### config.mk
export PLATFORM = sky130hd
export DESIGN_NAME = load_unit
export DESIGN_NICKNAME = d
export VERILOG_FILES = /design/src/rtl/load_unit.sv
export SDC_FILE = /design/constraint.sdc
export NUM_CORES = 1
export LEC_CHECK = 0
export BUFFER_PORTS_ARGS = -buffer_cell sky130_fd_sc_hd__buf_2
export CAP_MARGIN = 10
export CORE_ASPECT_RATIO = 0.7
export CORE_MARGIN = 2
export CORE_UTILIZATION = 52
export DETAILED_ROUTE_END_ITERATION = 10
export HOLD_SLACK_MARGIN = 0.05
export PLACE_DENSITY = 0.88
export SKIP_LAST_GASP = 1
export SLEW_MARGIN = 20
export SYNTH_ARGS = -nofsm -noshare
export SYNTH_HDL_FRONTEND = slang
export SYNTH_SLANG_ARGS = --single-unit
### constraint.sdc
create_clock -name clk -period 4.2 [get_ports clk]
set_input_delay 0.84 -clock clk [delete_from_list [all_inputs] [get_ports clk]]
set_output_delay 0.84 -clock clk [all_outputs]
set_load 0.03 [all_outputs]
### src/rtl/load_unit.sv
// Load unit: word-aligned memory read, lane extraction and sign/zero extension.
// Optional WAIT watchdog enabled by defining LOAD_UNIT_TIMEOUT_EN.
module load_unit #(
    parameter int ADDR_WIDTH     = 32,
    parameter int TIMEOUT_CYCLES = 16
) (
    input  logic                  clk,
    input  logic                  reset_n,
    input  logic                  reqValid,
    output logic                  reqReady,
    input  logic [ADDR_WIDTH-1:0] reqAddr,
    input  logic [2:0]            loadType,
    input  logic [4:0]            reqRd,
    output logic                  memRead,
    output logic [ADDR_WIDTH-1:0] memAddr,
    input  logic [31:0]           memReadData,
    input  logic                  memReadValid,
    output logic                  respValid,
    input  logic                  respReady,
    output logic [31:0]           respData,
    output logic [4:0]            respRd,
    output logic                  respError
);

    typedef enum logic [1:0] {S_IDLE, S_WAIT, S_RESP} stateT;

    localparam logic [2:0] LB  = 3'b000;
    localparam logic [2:0] LH  = 3'b001;
    localparam logic [2:0] LW  = 3'b010;
    localparam logic [2:0] LBU = 3'b100;
    localparam logic [2:0] LHU = 3'b101;

    stateT      state;
    logic [1:0] offsetQ;
    logic [2:0] typeQ;
    logic       badReq;
    logic [7:0] byteSel;
    logic [15:0] halfSel;
    logic [31:0] extData;

`ifdef LOAD_UNIT_TIMEOUT_EN
    localparam int CNT_W = $clog2(TIMEOUT_CYCLES + 1);
    logic [CNT_W-1:0] waitCnt;
`endif

    assign reqReady = (state == S_IDLE);

    // Unknown funct3 codes and misaligned halfword/word accesses never reach memory.
    always_comb begin
        badReq = 1'b1;
        case (loadType)
            LB, LBU: badReq = 1'b0;
            LH, LHU: badReq = reqAddr[0];
            LW:      badReq = (reqAddr[1:0] != 2'b00);
            default: badReq = 1'b1;
        endcase
    end

    always_comb begin
        byteSel = memReadData[{offsetQ, 3'b000} +: 8];
        halfSel = offsetQ[1] ? memReadData[31:16] : memReadData[15:0];
        extData = memReadData;
        case (typeQ)
            LB:      extData = {{24{byteSel[7]}}, byteSel};
            LBU:     extData = {24'd0, byteSel};
            LH:      extData = {{16{halfSel[15]}}, halfSel};
            LHU:     extData = {16'd0, halfSel};
            default: extData = memReadData;
        endcase
    end

    always_ff @(posedge clk or negedge reset_n) begin
        if (!reset_n) begin
            state     <= S_IDLE;
            memRead   <= 1'b0;
            memAddr   <= '0;
            respValid <= 1'b0;
            respData  <= '0;
            respRd    <= '0;
            respError <= 1'b0;
            offsetQ   <= '0;
            typeQ     <= '0;
`ifdef LOAD_UNIT_TIMEOUT_EN
            waitCnt   <= '0;
`endif
        end else begin
            case (state)
                S_IDLE: begin
                    if (reqValid) begin
                        offsetQ <= reqAddr[1:0];
                        typeQ   <= loadType;
                        respRd  <= reqRd;
                        if (badReq) begin
                            state     <= S_RESP;
                            respValid <= 1'b1;
                            respError <= 1'b1;
                            respData  <= '0;
                        end else begin
                            state   <= S_WAIT;
                            memRead <= 1'b1;
                            memAddr <= {reqAddr[ADDR_WIDTH-1:2], 2'b00};
`ifdef LOAD_UNIT_TIMEOUT_EN
                            waitCnt <= '0;
`endif
                        end
                    end
                end
                S_WAIT: begin
                    // Data arriving on the limit edge takes priority over the watchdog.
                    if (memReadValid) begin
                        state     <= S_RESP;
                        memRead   <= 1'b0;
                        respValid <= 1'b1;
                        respError <= 1'b0;
                        respData  <= extData;
`ifdef LOAD_UNIT_TIMEOUT_EN
                    end else if (waitCnt == CNT_W'(TIMEOUT_CYCLES - 1)) begin
                        state     <= S_RESP;
                        memRead   <= 1'b0;
                        respValid <= 1'b1;
                        respError <= 1'b1;
                        respData  <= '0;
                    end else begin
                        waitCnt <= waitCnt + 1'b1;
`endif
                    end
                end
                S_RESP: begin
                    if (respReady) begin
                        state     <= S_IDLE;
                        respValid <= 1'b0;
                    end
                end
                default: state <= S_IDLE;
            endcase
        end
    end

endmodule

==> results <==
- The number of hold buffers added after CTS is 0.
- Across all setup checks in the final design, the least slack found is 1827 ps.
- The highest attainable clock frequency is 0.4214 GHz.
- The flow ran to the end, and the final reports show no timing, DRC or antenna violations.
- The clock period minus final worst setup slack is 2373 ps.
- The area inside the core boundary is 6725 um2.
- The met2 layer wire length in the routed design is 4.215 mm.
- The number of pins exceeding their max-slew limit in the final report came to 0.
- The final setup violation count is 0.
- Of the available clock period, the critical path in the final layout requires 56.50%.
- Power spread over the standard cell area amounts to 849.4 nW/um2.
- The residual DRC count is 0.
- The global-route total usage across every layer is 24.55%.
- The detail route stage leaves a number of antenna-violating nets equal to 0.
- After clock tree synthesis, the repair step resized 0 gates.
- In this run the worst path has a maximum fanout of 31.
- In the final layout, the share of cells above drive strength 1 is 50.47%.
- The final clock skew is 6.789 ps.
- The synthesized design devotes to its leading area cell type 53.57% of total area.
- The design draws 3.810 mW.
- In this run the tool buffered the top-level ports with 147 buffer cells.
- For the pin with the worst max-slew slack, the measured transition is 1034 ps.
- The number of design-rule violations left by the first detailed-router iteration is 160.
- The biggest area contributor in the post-synthesis netlist is sky130_fd_sc_hd__dfrtp_1.
- In the final layout, the multi-input gates occupy 1498 um2.
- For the final routed database, the setup TNS stands at 0 ps.
- The type of the worst setup path is input pin to flip-flop.
- The H-tree was split into 3 levels.
- In this run, CTS created clock tree buffers numbering 9.
- At the end of routability-driven placement, the weighted congestion stood at 0.8862.
- The final layout contains 501 nets.
- The type of the worst min-delay path is flip-flop to flip-flop.
- The die extent in x is 103.4 um.
- Signal routing reaches up to met4.
- A synthesized cell averages 12.53 um2.
- STA classifies the critical path startpoint as an input pin.
- Entering global routing, the biggest net connects 78 pins.
- The wire length after detailed routing is 9.292 mm.
- The flop and latch count out of synthesis is 77.
- The critical path goes through buf_2 -> inv_1 -> nor3_4 -> nand2_2 -> mux2_1.
- The area of the mapped netlist is 3597 um2.
- The vertical die dimension is 73.59 um.
- The detailed router put a total of 4.311 mm of wire on met1.
- The cell at the slowest stage of the critical path is sky130_fd_sc_hd__nand2_2.
- Prior to clock tree synthesis, the placed netlist has a worst setup slack of 1023 ps.
- The layout has 539 filler cells.
- The via count of the first global-routing pass is 2667.
- The repair_antennas step left the layout with diodes totalling 0.
- During I/O placement, the number of pins put on the boundary was 150.
- The mean number of vias per cell is 5.596.
- The die covers 7609 um2.
- Counting distinct cell types in the post-synthesis netlist gives 42.
- In the detailed route, the total length drawn on met3 is 681 um.
- The TritonCTS clock tree is done.
- The detailed-route via count is 2921.
- The Yosys step of the flow raised 0 warnings.
- Setup repair after global routing left no endpoint under its margin.
- STA classifies the critical path endpoint as a flip-flop.
- CTS saw 77 sinks.
- The final hold violation count is 0.
- The biggest cell delay along the critical path is 600 ps.
- The clock root buffer master is sky130_fd_sc_hd__clkbuf_8.
- The number of max-capacitance violations reported is 0.
- Hold is met by 491.1 ps.
- The dominant register cell in the synthesized netlist is sky130_fd_sc_hd__dfrtp_1.
- The initial antenna violation count was 0.
- In this run the core area contains 25 standard-cell rows.
- Once the floorplan was initialized, standard cells occupied 53.49% of the core.
- The total setup buffers inserted after CTS is 0.
- Ranked by total cell area, the synthesized netlist is headed by sky130_fd_sc_hd__dfrtp_1 54%, sky130_fd_sc_hd__mux2_2 13%, sky130_fd_sc_hd__o2bb2ai_1 3.9%.
- Counting flops with an async set or reset pin after synthesis yields a share of 100.0%.
- The deepest clock path buffer count is 2.
- The critical path data required time is 4420 ps.
- The worst ir drop on vdd is 458.2 uV.
- The global route total overflow is 0.
- The remaining max-slew budget at the tightest pin is 30.84%.
- In the final layout, flip-flops and latches occupy 1927 um2.
- The share of synthesized area occupied by flip-flops and latches is 53.57%.
- The iteration count of the initial detailed-routing pass is 4.
- The post-synthesis cell count is 287.
- The final standard cell count with taps included and fillers excluded is 522.
- The cell count after placement is 507.
- After legalization and detailed placement, the total HPWL measured 6.880 mm.
- The leakage dissipation is 2.193 nW.
- The clock reaches the later pin of the worst-skew pair after 340 ps.
- In the final routed layout, each cell accounts on average for 17.80 um.
- The number of flops mapped to enable cells by yosys is 0.
- The first global-routing pass estimated 14.00 mm of wire.
- The clock-pin transition on the worst setup and hold timing paths is 80 ps.
- The critical path data arrival time is 2590 ps.
- Compared with the post-synthesis result, the final layout area differs by 24.70%.
==> stage by stage <==
| step | cell area (um2) | utilization [%] |
|---|---|---|
| after global routing | 4486 | 66.70 |
| after global placement | 4308 | 64.06 |
| final | 4486 | 66.70 |
| after detailed placement | 4308 | 64.06 |
| after CTS | 4483 | 66.66 |
| after floorplan | 3601 | - |
==> cell usage in the layout (no fill, tap or decap), types with 2 or more instances in the layout <==
cell / count
sky130_fd_sc_hd__buf_2: 146
sky130_fd_sc_hd__dfrtp_1: 77
sky130_fd_sc_hd__mux2_2: 42
sky130_fd_sc_hd__a21oi_1: 22
sky130_fd_sc_hd__o2bb2ai_1: 16
sky130_fd_sc_hd__o22ai_1: 13
sky130_fd_sc_hd__clkbuf_8: 11
sky130_fd_sc_hd__nor2_1: 9
sky130_fd_sc_hd__inv_1: 8
sky130_fd_sc_hd__o21ai_0: 8
sky130_fd_sc_hd__nand2b_1: 8
sky130_fd_sc_hd__nand2_1: 7
sky130_fd_sc_hd__a2bb2oi_1: 7
sky130_fd_sc_hd__a22o_1: 7
sky130_fd_sc_hd__a211oi_1: 6
sky130_fd_sc_hd__o311ai_0: 5
sky130_fd_sc_hd__mux2i_1: 3
sky130_fd_sc_hd__o2bb2ai_2: 3
sky130_fd_sc_hd__clkinv_2: 3
sky130_fd_sc_hd__o31a_1: 2
sky130_fd_sc_hd__and2_4: 2
sky130_fd_sc_hd__o221ai_1: 2
sky130_fd_sc_hd__conb_1: 2
==> report_power, final <==
group	switching, mW	leakage, nW	internal [mW]
registers	0.280	0.966	1.09
clock network	0.262	0.0949	0.242
logic	1.25	1.13	0.688
==> synthesized netlist by cell type, types with 6 or more instances <==
cell / instances
sky130_fd_sc_hd__nor2_1: 9
sky130_fd_sc_hd__mux2_2: 42
sky130_fd_sc_hd__clkbuf_1: 8
sky130_fd_sc_hd__a22o_1: 7
sky130_fd_sc_hd__inv_1: 8
sky130_fd_sc_hd__nand2_1: 8
sky130_fd_sc_hd__dfrtp_1: 77
sky130_fd_sc_hd__o2bb2ai_1: 16
sky130_fd_sc_hd__o22ai_1: 13
sky130_fd_sc_hd__a21oi_1: 22
sky130_fd_sc_hd__a2bb2oi_1: 7
sky130_fd_sc_hd__nand2b_1: 8
sky130_fd_sc_hd__o21ai_0: 8
sky130_fd_sc_hd__a211oi_1: 6
==> worst max-delay path: cells and delay by family <==
kind,cells,cell delay [ps]
muxes,1,490
and+or+nand+nor,2,1100
buffers and inverters,2,160
==> sequential cells by signal (all words and copies together), names as in the netlist <==
signal and flops:
respRd 5, memAddr 30, respValid 1, state 2
memRead 1, typeQ 3, respData 32, offsetQ 2
respError 1
==> cell families after synthesis <==
family / Yosys count / synth area share (%)
buf+inv: 30 / 4.974
compound gates: 96 / 20.49
other cells: 1 / 0.1042
mux: 47 / 14.92
flops: 77 / 53.57
simple gates: 36 / 5.948
==> path summary, 6_finish.rpt <==
path | from | end | slack [ps] | cells past startpoint
setup / recovery | reqValid | memAddr[27]$_DFFE_PN0P_ | 1830 | 5
hold / removal | respData[24]$_DFFE_PN0P_ | respData[24]$_DFFE_PN0P_ | 490 | 1
setup reg to reg | typeQ[1]$_DFFE_PN0P_ | respData[2]$_DFFE_PN0P_ | 1900 | 4
hold reg to reg | respData[24]$_DFFE_PN0P_ | respData[24]$_DFFE_PN0P_ | 490 | 1
max in group asynchronous | reset_n | respData[2]$_DFFE_PN0P_ | 2950 | 1
min in group asynchronous | reset_n | memAddr[23]$_DFFE_PN0P_ | 640 | 1
==> metal layers <==
layer  GRT usage, %  up-vias
met5              0        -
met4          6.579        0
met1          37.18     1439
met2          35.13      128
met3          6.185        7
li1               -     1347
==> area by class of cell <==
| cell class | count | area share (%) |
|---|---|---|
| flip-flops and latches | 77 | 42.96 |
| multi-input cells | 181 | 33.39 |
| repair buffers | 147 | 16.46 |
| clock buffers | 11 | 3.375 |
| well taps | 94 | 2.622 |
| inverters | 8 | 0.6695 |
| clock inverters | 4 | 0.5300 |
(Power assumes the default switching activity.)
